`src/rtl/adv7511_init_sequencer.sv`:
```
// adv7511_init_sequencer: walks the ADV7511 register table over the I2C master after hot-plug,
// with per-entry NACK retry, then enables video timing.
module adv7511_init_sequencer #(
  parameter int NBYTES       = 3,
  parameter int NTRANS       = 10,
  parameter int POWERUP_WAIT = 1000,
  parameter int GAP_CYCLES   = 16,
  parameter int MAX_RETRY    = 3
) (
  input  logic                      clk_i,
  input  logic                      rst_n_i,
  input  logic                      hpd_i,
  input  logic                      restart_i,
  output logic [$clog2(NTRANS)-1:0] rom_addr_o,
  input  logic [8*NBYTES-1:0]       rom_data_i,
  output logic                      cmd_valid_o,
  input  logic                      cmd_ready_i,
  output logic [8*NBYTES-1:0]       cmd_data_o,
  input  logic                      done_i,
  input  logic                      nack_i,
  output logic                      busy_o,
  output logic                      init_done_o,
  output logic                      video_en_o,
  output logic                      error_o
);
  localparam int IW = $clog2(NTRANS);
  localparam int RW = $clog2(MAX_RETRY + 1);
  localparam int CW = $clog2((POWERUP_WAIT > GAP_CYCLES ? POWERUP_WAIT : GAP_CYCLES) + 1);
  typedef enum logic [3:0] {IDLE, WAIT_PWR, FETCH1, FETCH2, ISSUE, WAIT_DONE, GAP, DONE, ERROR} state_t;
  state_t              state_q, state_d;
  logic [IW-1:0]       idx_q, idx_d;
  logic [RW-1:0]       retry_q, retry_d;
  logic [CW-1:0]       cnt_q, cnt_d;
  logic                abort_q, abort_d;
  logic                to_fetch_q, to_fetch_d;
  logic [8*NBYTES-1:0] data_q, data_d;
  always_ff @(posedge clk_i) begin
    if (!rst_n_i) begin
      state_q    <= IDLE;
      idx_q      <= '0;
      retry_q    <= '0;
      cnt_q      <= '0;
      abort_q    <= 1'b0;
      to_fetch_q <= 1'b0;
      data_q     <= '0;
    end else begin
      state_q    <= state_d;
      idx_q      <= idx_d;
      retry_q    <= retry_d;
      cnt_q      <= cnt_d;
      abort_q    <= abort_d;
      to_fetch_q <= to_fetch_d;
      data_q     <= data_d;
    end
  end
  always_comb begin
    state_d    = state_q;
    idx_d      = idx_q;
    retry_d    = retry_q;
    cnt_d      = cnt_q;
    abort_d    = abort_q;
    to_fetch_d = to_fetch_q;
    data_d     = data_q;
    case (state_q)
      IDLE: begin
        abort_d = 1'b0;
        if (hpd_i) begin
          state_d = WAIT_PWR;
          cnt_d   = CW'(POWERUP_WAIT - 1);
        end
      end
      WAIT_PWR:
        if (!hpd_i) state_d = IDLE;
        else if (cnt_q == '0) begin
          state_d = FETCH1;
          idx_d   = '0;
          retry_d = '0;
        end else cnt_d = cnt_q - CW'(1);
      FETCH1: state_d = hpd_i ? FETCH2 : IDLE;
      FETCH2:
        if (!hpd_i) state_d = IDLE;
        else begin
          data_d  = rom_data_i;
          state_d = ISSUE;
        end
      // Hot-plug loss during a command only marks abort; the master is always allowed to finish.
      ISSUE: begin
        if (!hpd_i) abort_d = 1'b1;
        if (cmd_ready_i) state_d = WAIT_DONE;
      end
      WAIT_DONE: begin
        if (!hpd_i) abort_d = 1'b1;
        if (done_i) begin
          if (abort_q || !hpd_i) state_d = IDLE;
          else if (!nack_i) begin
            if (idx_q == IW'(NTRANS - 1)) state_d = DONE;
            else begin
              idx_d      = idx_q + IW'(1);
              retry_d    = '0;
              to_fetch_d = 1'b1;
              cnt_d      = CW'(GAP_CYCLES - 1);
              state_d    = GAP;
            end
          end else if (retry_q < RW'(MAX_RETRY)) begin
            retry_d    = retry_q + RW'(1);
            to_fetch_d = 1'b0;
            cnt_d      = CW'(GAP_CYCLES - 1);
            state_d    = GAP;
          end else state_d = ERROR;
        end
      end
      GAP:
        if (!hpd_i) state_d = IDLE;
        else if (cnt_q == '0) state_d = to_fetch_q ? FETCH1 : ISSUE;
        else cnt_d = cnt_q - CW'(1);
      DONE, ERROR: if (!hpd_i || restart_i) state_d = IDLE;
      default: state_d = IDLE;
    endcase
  end
  assign rom_addr_o  = idx_q;
  assign cmd_data_o  = data_q;
  assign cmd_valid_o = state_q == ISSUE;
  assign busy_o      = state_q inside {WAIT_PWR, FETCH1, FETCH2, ISSUE, WAIT_DONE, GAP};
  assign init_done_o = state_q == DONE;
  assign video_en_o  = state_q == DONE;
  assign error_o     = state_q == ERROR;
endmodule

```
`config.mk`:
```
export PLATFORM = sky130hd
export DESIGN_NAME = adv7511_init_sequencer
export DESIGN_NICKNAME = d
export VERILOG_FILES = /design/src/rtl/adv7511_init_sequencer.sv
export SDC_FILE = /design/constraint.sdc
export NUM_CORES = 1
export LEC_CHECK = 0
export ABC_AREA = 1
export BUFFER_PORTS_ARGS = -buffer_cell sky130_fd_sc_hd__buf_2
export CORE_MARGIN = 2
export CORE_UTILIZATION = 50
export CTS_CLUSTER_SIZE = 20
export DETAILED_ROUTE_END_ITERATION = 6
export PLACE_DENSITY = 0.83
export SETUP_SLACK_MARGIN = 0.4
export SYNTH_ARGS = -nofsm -noshare
export SYNTH_HDL_FRONTEND = slang
export SYNTH_SLANG_ARGS = --single-unit
```
`constraint.sdc`:
```
create_clock -name clk_i -period 5.3 [get_ports clk_i]
set_clock_uncertainty 0.15 [all_clocks]
set_input_delay 0.795 -clock clk_i [delete_from_list [all_inputs] [get_ports clk_i]]
set_output_delay 0.795 -clock clk_i [all_outputs]
set_load 0.03 [all_outputs]
```
==> metrics.csv <==
metric,value,unit
multi-input logic area,0.00131,sq mm
post-layout util,60.8,%
Leak,0.00144,uW
Synth Warn #,0,
fin crit share,47.5,%
CP Capture Type,output port,
Area contributors post-synth,"dfxtp_1, nor2_1, nand2_1",
Register Area,921,sq um
CP required,4.36,ns
Async SR Flop Fraction,0,%
Tightest Pin Transition,0.880,ns
critical path cell sequence,"nor2_1, inv_1, nor2_1, buf_2",
layout cells sized above 1,21.6,%
cts repair resizes,0,
Worst Hold Class,reg -> reg,
die area,0.00540,sq mm
CP Class,reg -> out,
dpl cells,477,
Final Hold Viols,0,
Non-Filler Instances,485,
# port buffers,63,
first-pass GRT wire length,9220,um
Buf/Inv on CP,2,
"Setup Fix Bufs, Post-CTS",0,
Mapped Avg Cell Area,6.51,sq um
Total Routing Usage GR,21.8,%
Die Y,73.5,um
Post-synth top cells,"nor2_1, nand2_1, dfxtp_1",
Fillers,451,
worst hold margin,0.331,ns
crit path time final,2.52,ns
Main synth FF type,dfxtp_1,
Slew headroom,41.2,%
largest delay contributor family on the critical path,simple AND/OR/NAND/NOR gates,
clock root cell,clkbuf_8,
max incr delay on CP,0.41,ns
vias per cell,5.18,
Power per Cell Area,553,mW/mm^2
Final ANT Viol Nets,0,
"Setup violations, final",0,
Peak VDD IR,260,uV
die width,73.5,um
clk sinks,46,
"area leader, netlist",dfxtp_1,
Cell variety after synth,28,
register area share after synthesis,38.2,%
"Cell Area, Synth",0.00241,sq mm
H-tree depth,2,
clock latency on the worst-skew pair,0.30,ns
Initial Utilization,51.4,%
synthesis-stage register bit count,46,
Mapped Cells,371,
hold_buf cts,0,
"Slew Viols, Final",0,
most frequent cell after synthesis,nor2_1,
antenna violations before repair,0,
ANT cells,0,
Worst EP arrival,1.57,ns
CP max FO,6,
vias in the first global route,2154,
post-synth top area share,38.2,%
nets,465,
outcome,finished clean,
Clock Tree Buf Depth,2,
crit-path most repeated cell,nor2_1,
RSZ-0062 raised after global routing,no,
via count,2513,
Startpoint Class,flip-flop,
largest net degree at the start of global routing,39,
TritonCTS buffer count,5,
max cap viols,0,
routability cong.,0.943,
total core area,0.00469,sq mm
Detailed Route WL,5560,um
GR Overflow Total,0,
CP max-delay cell,dfxtp_1,
final setup TNS,0,ns
clk slew on worst S/H paths,0.09,ns
IO Count,64,
TritonRoute pass-1 iters,5,
drt drc,0,
Row Count,25,
routed len/inst,11.5,um
Post-DP HPWL,4050,um
Area Growth Syn to Fin,18.2,%
FMAX,397,MHz
"EDFF count, synth",0,
syn_nets,406,
CTS tree,built,
DRT iter0 DRCs,154,
-- power breakdown --
group          leakage, uW  switching, uW  internal, uW
Sequential        0.000375           60.8           418
Clock            0.0000585            124           141
Combinational      0.00101            564           268
Total              0.00144            749           827
-- layer usage --
metal | track usage [%] | share of wire (%) | vias up
li1 | - | - | 1293
met1 | 27.0 | 46 | 1127
met2 | 35.9 | 46 | 86
met3 | 6.58 | 6.9 | 7
met4 | 7.47 | 1.3 | 0
met5 | 0 | 0 | -
-- logic make-up after synthesis --
logic type / synth area share [%]
simple gates: 39.3
compound gates: 10.6
flops: 38.2
buf+inv: 7.62
xor+xnor: 2.18
fa+ha+maj: 2.07
-- flip-flops by register name (all words and copies together), names as in the netlist --
signal	count
cmd_data_o	24
cnt_q	10
rom_addr_o	4
state_q	4
retry_q	2
abort_q	1
to_fetch_q	1
-- layout by cell type (no fill, tap or decap) --
cell type and count:
inv_6 1, o21ai_0 33, clkbuf_8 5, nor2_2 4, buf_2 63, xor2_1 4, dfxtp_1 46, nand4_1 8
nand3_2 1, o31ai_1 1, nand2_2 2, nand2_1 77, nor2_1 99, nand3_1 21, o21ai_1 4, bufinv_16 1
o21ai_2 1, nor3_1 3, a21oi_1 11, clkinv_1 1, nand2_4 2, inv_2 9, nand3_4 1, ha_1 4
inv_1 24, xnor2_1 2, nor2_4 1, nor2_8 1, clkinv_2 1
-- area by class of cell --
class,instances,share of cell area (%)
timing repair buffer,63,11.1
sequential,46,32.3
multi-input combinational,280,45.9
inverter,34,4.47
clock buffer,5,2.41
clock inverter,3,1.54
tap,54,2.37
-- through the flow --
step	instance area, sq um	total power [uW]	worst slack, ns
after floorplan	2410	1160	3.04
after global placement	2740	1290	2.61
after detailed placement	2740	1310	2.52
after CTS	2850	1580	2.77
after global routing	2850	1710	2.49
final	2850	1580	2.78
-- worst paths after layout --
path	end	from	depth (start not counted)	slack (ns)
max	cmd_valid_o	state_q[0]$_SDFFE_PN0P_	4	2.78
max reg2reg	cmd_data_o[4]$_SDFFE_PN0P_	state_q[2]$_SDFFE_PN0P_	5	2.83
min	cmd_data_o[2]$_SDFFE_PN0P_	cmd_data_o[2]$_SDFFE_PN0P_	2	0.33
min reg2reg	cmd_data_o[2]$_SDFFE_PN0P_	cmd_data_o[2]$_SDFFE_PN0P_	2	0.33
-- worst reg2reg max path: stages (launching register included) --
cell and delay (ns):
dfxtp_1 0.36, nor2_1 0.29, nand4_1 0.75, inv_2 0.65, nor2_1 0.08, nor2_1 0.12
(Power assumes the default switching activity.)
